[src/rtl/mem_ctrl_be.sv]
// Single-port word memory controller with byte-lane writes, configurable read latency and a post-reset clear sweep.
// Optional full-word backdoor port enabled by defining MEM_BACKDOOR_EN.
module mem_ctrl_be #(
    parameter int WIDTH      = 16,
    parameter int DEPTH      = 64,
    parameter int ADDR_WIDTH = $clog2(DEPTH),
    parameter int RD_LAT     = 1
) (
    input  logic                  clk_i,
    input  logic                  rst_i,
    input  logic                  valid_i,
    input  logic                  wr_rd_i,
    input  logic [ADDR_WIDTH-1:0] addr_i,
    input  logic [WIDTH-1:0]      wdata_i,
    input  logic [WIDTH/8-1:0]    be_i,
`ifdef MEM_BACKDOOR_EN
    input  logic                  bd_wr_i,
    input  logic [ADDR_WIDTH-1:0] bd_addr_i,
    input  logic [WIDTH-1:0]      bd_wdata_i,
    output logic [WIDTH-1:0]      bd_rdata_o,
`endif
    output logic [WIDTH-1:0]      rdata_o,
    output logic                  ready_o,
    output logic                  err_o,
    output logic                  init_done_o
);
    localparam int                    NB        = WIDTH / 8;
    localparam logic [ADDR_WIDTH:0]   DEPTH_W   = (ADDR_WIDTH+1)'(DEPTH);
    localparam logic [ADDR_WIDTH-1:0] INIT_LAST = ADDR_WIDTH'(DEPTH - 1);
    localparam logic [2:0]            LAT_LOAD  = 3'(RD_LAT - 1);

    typedef enum logic [1:0] {
        S_INIT    = 2'd0,
        S_IDLE    = 2'd1,
        S_RD_WAIT = 2'd2,
        S_RESP    = 2'd3
    } state_t;

    state_t                r_state;
    logic [ADDR_WIDTH-1:0] r_init_cnt;
    logic [2:0]            r_lat_cnt;
    logic [WIDTH-1:0]      r_rd_q;
    logic [WIDTH-1:0]      r_rdata;
    logic                  r_ready;
    logic                  r_err;
    logic                  r_init_done;
    logic [WIDTH-1:0]      r_mem [DEPTH];

    logic w_addr_ok;
    logic w_fd_we;

    assign w_addr_ok = ({1'b0, addr_i} < DEPTH_W);
    assign w_fd_we   = (r_state == S_IDLE) && valid_i && wr_rd_i && w_addr_ok;

`ifdef MEM_BACKDOOR_EN
    logic w_bd_ok;
    assign w_bd_ok    = ({1'b0, bd_addr_i} < DEPTH_W);
    assign bd_rdata_o = w_bd_ok ? r_mem[bd_addr_i] : '0;
`endif

    // Array has no reset so it maps onto block RAM; the INIT sweep clears it instead.
    // The backdoor assignment comes last so it overrides a same-address front-door write.
    always_ff @(posedge clk_i) begin
        if (r_state == S_INIT) begin
            r_mem[r_init_cnt] <= '0;
        end else begin
            if (w_fd_we) begin
                for (int k = 0; k < NB; k++) begin
                    if (be_i[k]) begin
                        r_mem[addr_i][k*8 +: 8] <= wdata_i[k*8 +: 8];
                    end
                end
            end
`ifdef MEM_BACKDOOR_EN
            if (bd_wr_i && w_bd_ok) begin
                r_mem[bd_addr_i] <= bd_wdata_i;
            end
`endif
        end
    end

    always_ff @(posedge clk_i or negedge rst_i) begin
        if (!rst_i) begin
            r_state     <= S_INIT;
            r_init_cnt  <= '0;
            r_lat_cnt   <= '0;
            r_rd_q      <= '0;
            r_rdata     <= '0;
            r_ready     <= 1'b0;
            r_err       <= 1'b0;
            r_init_done <= 1'b0;
        end else begin
            r_ready <= 1'b0;
            r_err   <= 1'b0;
            case (r_state)
                S_INIT: begin
                    if (r_init_cnt == INIT_LAST) begin
                        r_state     <= S_IDLE;
                        r_init_done <= 1'b1;
                        r_init_cnt  <= '0;
                    end else begin
                        r_init_cnt <= r_init_cnt + 1'b1;
                    end
                end
                S_IDLE: begin
                    if (valid_i) begin
                        if (!w_addr_ok) begin
                            r_state <= S_RESP;
                            r_ready <= 1'b1;
                            r_err   <= 1'b1;
                            r_rdata <= '0;
                        end else if (wr_rd_i) begin
                            r_state <= S_RESP;
                            r_ready <= 1'b1;
                        end else if (RD_LAT == 1) begin
                            r_state <= S_RESP;
                            r_ready <= 1'b1;
                            r_rdata <= r_mem[addr_i];
                        end else begin
                            // Old data is captured here; later writes cannot disturb this read.
                            r_state   <= S_RD_WAIT;
                            r_rd_q    <= r_mem[addr_i];
                            r_lat_cnt <= LAT_LOAD;
                        end
                    end
                end
                S_RD_WAIT: begin
                    if (r_lat_cnt == 3'd1) begin
                        r_state <= S_RESP;
                        r_ready <= 1'b1;
                        r_rdata <= r_rd_q;
                    end
                    r_lat_cnt <= r_lat_cnt - 1'b1;
                end
                S_RESP: begin
                    r_state <= S_IDLE;
                end
                default: begin
                    r_state <= S_INIT;
                end
            endcase
        end
    end

    assign rdata_o     = r_rdata;
    assign ready_o     = r_ready;
    assign err_o       = r_err;
    assign init_done_o = r_init_done;

endmodule

[config.mk]
export PLATFORM = sky130hd
export DESIGN_NAME = mem_ctrl_be
export DESIGN_NICKNAME = d
export VERILOG_FILES = /design/src/rtl/mem_ctrl_be.sv
export SDC_FILE = /design/constraint.sdc
export NUM_CORES = 1
export LEC_CHECK = 0
export ABC_AREA = 1
export BUFFER_PORTS_ARGS = -buffer_cell sky130_fd_sc_hd__buf_2
export CAP_MARGIN = 40
export CORE_AREA = 5 5 446 228
export CTS_CLUSTER_SIZE = 14
export DETAILED_ROUTE_END_ITERATION = 6
export DIE_AREA = 0 0 451 233
export GPL_TIMING_DRIVEN = 1
export SKIP_LAST_GASP = 1
export SLEW_MARGIN = 20
export SYNTH_ARGS = -nofsm -noshare
export SYNTH_HDL_FRONTEND = slang
export SYNTH_SLANG_ARGS = --single-unit
[constraint.sdc]
create_clock -name clk_i -period 4.7 [get_ports clk_i]
set_input_delay 0.235 -clock clk_i [delete_from_list [all_inputs] [get_ports clk_i]]
set_output_delay 0.235 -clock clk_i [all_outputs]
set_load 0.1 [all_outputs]
# Yosys cells after proc, flatten, opt, wreduce, memory -nomap -nowiden
# Memory sizes are Yosys's and may differ from the RTL's.
# Cells that the tools add are included.
# Widths: inputs -> output; s select.
[op_classes]
add_sub_neg = 2
n_eq_ne = 9
muxes = 25
reduce_logical = 8
[ops]
columns = ["op", "n"]
rows = [
  ["$mux 16", 4],
  ["$pmux 16 s2", 1],
  ["$reduce_or 16->1", 1],
  ["$mux 1", 12],
  ["$mux 6", 2],
  ["$mux 2", 4],
  ["$pmux 2 s4", 1],
  ["$add 6x1->6 const B", 1],
  ["$eq 6x6->1 const B", 1],
  ["$ne 2x2->1 const B", 3],
  ["$eq 2x2->1 const B", 2],
  ["$reduce_and 4->1", 1],
  ["$eq 3x1->1 const B", 1],
  ["$reduce_and 3->1", 1],
  ["$sub 3x1->3 const B", 1],
  ["$eq 2x1->1 const B", 1],
  ["$logic_and 1x1->1", 2],
  ["$logic_not 2->1", 1],
  ["$ne 2x1->1 const B", 1],
  ["$pmux 1 s2", 1],
  ["$reduce_and 2->1", 1],
  ["$reduce_bool 2->1", 1],
]
[word_totals]
register_bits = 29
mem_bits_rw = 1024
input_bits = 28
word_cells = 51
n_memories = 1
[memory_table]
columns = ["memory", "words", "width", "read_ports", "rd_clocked_by_memory_dff", "wr", "line_no", "rtl"]
rows = [
  ["r_mem", 64, 16, 1, 0, 1, "47", "logic [WIDTH-1:0] r_mem [DEPTH];"],
]

# Logic depth before layout (Yosys ltp)
[logic_depth]
word_depth = 8
mapped_depth = 14
depth_no_buf = 12

# Worst setup path before layout
# Ideal clock, no wire load.
[synth_timing]
path_kind = "register to register"
start = "register r_state[1]"
end = "memory r_mem[0][10] (data pin)"
t_arrival_ns = 2.888
path_slack_ns = 1.312
stages_incl_launch_ff = 9
cell_sequence = "dfrtp_1 -> inv_1 -> ha_1 -> nand3_2 -> nor2_2 -> o21ai_4 -> buf_6 -> clkbuf_1 -> nor2_1"
[synth_via]
elab_chain_cells = 8
elab_cells_between_ends = 12
cone_classes = "eq/ne (1); mux (7); reduce/logical (4)"
[synth_rtl]
columns = ["element", "line_no", "rtl"]
rows = [
  ["start: declaration", "39", "state_t r_state;"],
  ["start signal: assignment", "84", "r_state <= S_INIT;"],
  ["start signal: assignment", "98", "r_state <= S_IDLE;"],
  ["start signal: assignment", "108", "r_state <= S_RESP;"],
  ["$eq 2x1->1", "53", "assign w_fd_we = (r_state == S_IDLE) && valid_i && wr_rd_i && w_addr_ok;"],
  ["$logic_and 1x1->1 (2 in a row)", "53", ""],
  ["$mux 1", "67", "if (w_fd_we) begin"],
  ["$mux 1", "64", "if (r_state == S_INIT) begin"],
  ["$mux 1 (not written as such)", "70", "r_mem[addr_i][k*8 +: 8] <= wdata_i[k*8 +: 8];"],
  ["$reduce_or 16->1 (no line) *", "n/a", ""],
  ["$mux 16 (no line) *", "n/a", ""],
  ["end: declaration", "47", ""],
]
# Mark *: on every way between the ends. The rest lies on a longest branch, timed or not.

# Worst setup path in the final report
[layout_timing]
start = "register r_state[0]"
end = "memory r_mem[17][3] (enable)"
[layout_via]
elab_chain_cells = 8
elab_cells_between_ends = 15
cone_classes = "eq/ne (1); mux (10); reduce/logical (4)"
[layout_rtl]
columns = ["element", "line_no"]
rows = [
  ["$eq 2x1->1", "53"],
  ["$logic_and 1x1->1 (2 in a row)", "53"],
  ["$mux 1", "67"],
  ["$mux 1", "64"],
  ["$mux 1 (not written as such)", "70"],
  ["$reduce_or 16->1 (no line)", "n/a"],
  ["$mux 6 (no line) / $mux 2 (equally long branches)", "n/a"],
]
# Parallel ways exist; a longest one is shown, timed or not.

==> results.ini <==
[detailed_routing]
wire_per_inst_microns = 22.9
firstDrtPassIters = 6
first_iter_violations = 3335
ant_nets = 0
route.detailed.drc = 0
drt_wl_total_microns = 121000
vias = 29335
vias_per_cell = 5.58

[power_and_ir_drop]
total_power_mw = 20.7
ir_drop_v = 0.000215
leakagePower_nw = 17.8
powerDensity_nw_per_um2 = 422

[global_routing]
grt_util_all_layers_pct = 22.6
grt_pass1_vias = 27858
antenna_found_initial = 1
grt_start_max_net_pins = 205
grt_overflow_total = 0
grt_pass1_wl_microns = 179000

[synth]
synthTopCellsByArea = edfxtp_1 (71%), nand2_1 (12%), nand3_1 (10%)
synth_xor_area_share_pct = 0.0606
synth_commonest_cells = nand2_1 (1437), edfxtp_1 (1024), nand3_1 (869)
synth-main-ff-cell = edfxtp_1
syn_area_per_cell_sq_um = 11.3
synth_compound_area_share_pct = 0.289
synth_mux_area_share_pct = 0
synth_fp_nets = 3881
async_flop_share_pct = 2.75
synth_cells = 3847
yosys_register_bits = 1053
synth-warning-count = 0
seq_area_frac_synth_pct = 72.6
synth_simple_gate_area_share_pct = 24.3
syn_area_sq_um = 43400
synthAdderAreaFrac_pct = 0.173
yosysUniqueCellTypes = 28
synth_top_area_share_pct = 70.9
synth_top_family_by_area = simple AND/OR/NAND/NOR gates
synth_edf_count = 1024
yosysTopAreaCell = edfxtp_1
yosysMostFrequentCell = nand2_1

[cells_and_area]
layout-drive-gt1-share_pct = 9.43
layout.nets = 3926
design_area_sq_um = 49000
syn_to_final_growth_pct = 13.0
diodes = 0

[cts]
h-tree-depth = 3
clock_latency_ns = 0.70
cts_buffers = 97
cts_root_buf = clkbuf_16
clk_path_buf_depth = 3
clock_sinks = 1053
post_cts_buffers = 0
clk_pin_slew_ns = 0.07
cts_tree = done
cts_resized = 0

[placement]
place_area_sq_um = 45500
gp_congestion = 0.930
port_buffers = 45
dpl.hpwl_microns = 74100

[status]
status = complete, no violations

[setup_path]
rr_endpoint = r_mem[17][3]$_DFFE_PP_
reg2reg_depth = 10
path_class = register to register
crit_path_start = r_state[0]$_DFFE_PN0P_
worst_setup_path_end_kind = register
critPathLaunchType = register
cp_max_fo = 13
required_ns = 5.01
critPathArrivalTime_ns = 3.75
rr_startpoint = r_state[0]$_DFFE_PN0P_
r2r_setup_slack_ns = 1.27

[floorplan]
core_area_sq_um = 97100
row_count = 81
die_x_microns = 451
die_y_microns = 233
io_pins = 47
dieArea_sq_um = 105000
initial_core_util_pct = 44.7

[min_path]
hold_depth = 3
min_to = r_mem[61][10]$_DFFE_PP_
hp-start = wdata_i[10]
hold_class = primary input to register

[sta]
grt_setup_unrepaired = false
fmax_mhz = 291
finalClockSkew_ns = 0.0289
finalHoldViolations = 0
worst_slew_pin_slew_ns = 1.21
maxSlewViolCount = 0
fin_setup_tns_ns = 0
finalSetupViolCount = 0
maxSlewHeadroom_pct = 19.6
finalCritPeriodShare_pct = 73.0
fin_crit_ns = 3.43

[flow_run]
max_cap_viol_count = 0

==> per-stage QoR <==
step	hold slack, ns	cells	setup slack [ns]	utilization (%)
2_1_floorplan	-0.0606	3847	1.31	-
3_3_place_gp	0.420	5011	1.34	46.4
3_5_place_dp	0.180	5044	1.27	46.9
4_1_cts	0.00470	5233	1.25	50.2
5_1_grt	0.0169	5261	1.07	50.5
6_report	0.0277	5261	1.27	50.5
==> sequential cells by signal, indices dropped and copies added (netlist names) <==
register and cells:
rdata_o 16, r_mem 1024, r_init_cnt 6, init_done_o 1, ready_o 1, r_state 2
r_lat_cnt 3
==> critical path, stage by stage (launching register included) <==
cell and delay (ns):
dfrtp_1 0.39, inv_1 0.11, ha_1 0.45, inv_1 0.16, o21ai_4 0.23, nand2_2 0.12
o21ai_4 0.16, inv_2 0.17, nor2_4 0.28, nand2_1 0.30, nor2_1 0.67
==> power breakdown <==
| part | switching (mW) | total, mW | internal (mW) |
|---|---|---|---|
| clock network | 3.51 | 7.87 | 4.35 |
| registers | 0.0897 | 10.6 | 10.5 |
| logic | 1.79 | 2.25 | 0.459 |
==> logic make-up after synthesis <==
logic type,count (synthesis)
simple gates,2482
flops,1053
buf+inv,286
compound gates,16
fa+ha+maj,6
xor+xnor,3
other cells,1
==> metal layers <==
layer | share of wire, % | global-route usage, %
met3 | 9.1 | 4.18
met1 | 44 | 33.6
met5 | 0.0075 | 0
met4 | 2.5 | 6.14
met2 | 44 | 34.4
==> repair_timing <==
item / CTS / global route
hold buffers: 7 / 0
hold endpoints to repair: 37 / 0
endpoints found under the setup margin: 0 / 0
==> cell type report <==
class	count	area [sq um]
fill	8426	48100
clock inverter	47	404
inverter	47	196
timing repair buffer	185	1680
tap	1286	1610
multi-input combinational	2508	10900
clock buffer	135	2730
sequential	1053	31500
==> cells in the final DEF, fill, tap and decap left out, types with 4 or more instances in the layout <==
cell / netlist / routed
o21ai_0: 6 / 6
ha_1: 6 / 6
buf_12: 0 / 16
nand3_1: 869 / 869
buf_8: 0 / 4
buf_2: 33 / 42
a21oi_1: 4 / 4
nor2_2: 5 / 5
nor2_1: 151 / 133
bufinv_16: 0 / 5
buf_4: 1 / 108
clkinv_2: 0 / 18
buf_16: 0 / 7
edfxtp_1: 1024 / 1024
dlygate4sd3_1: 0 / 7
clkbuf_8: 0 / 15
clkbuf_16: 0 / 98
nand2_1: 1437 / 1437
clkbuf_1: 150 / 23
dfrtp_1: 29 / 29
inv_1: 41 / 40
clkinv_1: 1 / 15
nor2_4: 13 / 31
==> worst max-delay path by stage <==
| stage | to | slack, ns | depth (start not counted) |
|---|---|---|---|
| floorplan | r_mem[0][10]$_DFFE_PP_ | 1.31 | 8 |
| global placement | r_mem[45][1]$_DFFE_PP_ | 1.34 | 10 |
| detailed placement | r_mem[23][15]$_DFFE_PP_ | 1.27 | 10 |
| CTS | r_mem[23][11]$_DFFE_PP_ | 1.25 | 10 |
| global route | r_mem[17][1]$_DFFE_PP_ | 1.07 | 10 |
| finish | r_mem[17][3]$_DFFE_PP_ | 1.27 | 10 |
No activity file was read; power rests on OpenSTA's default activity.
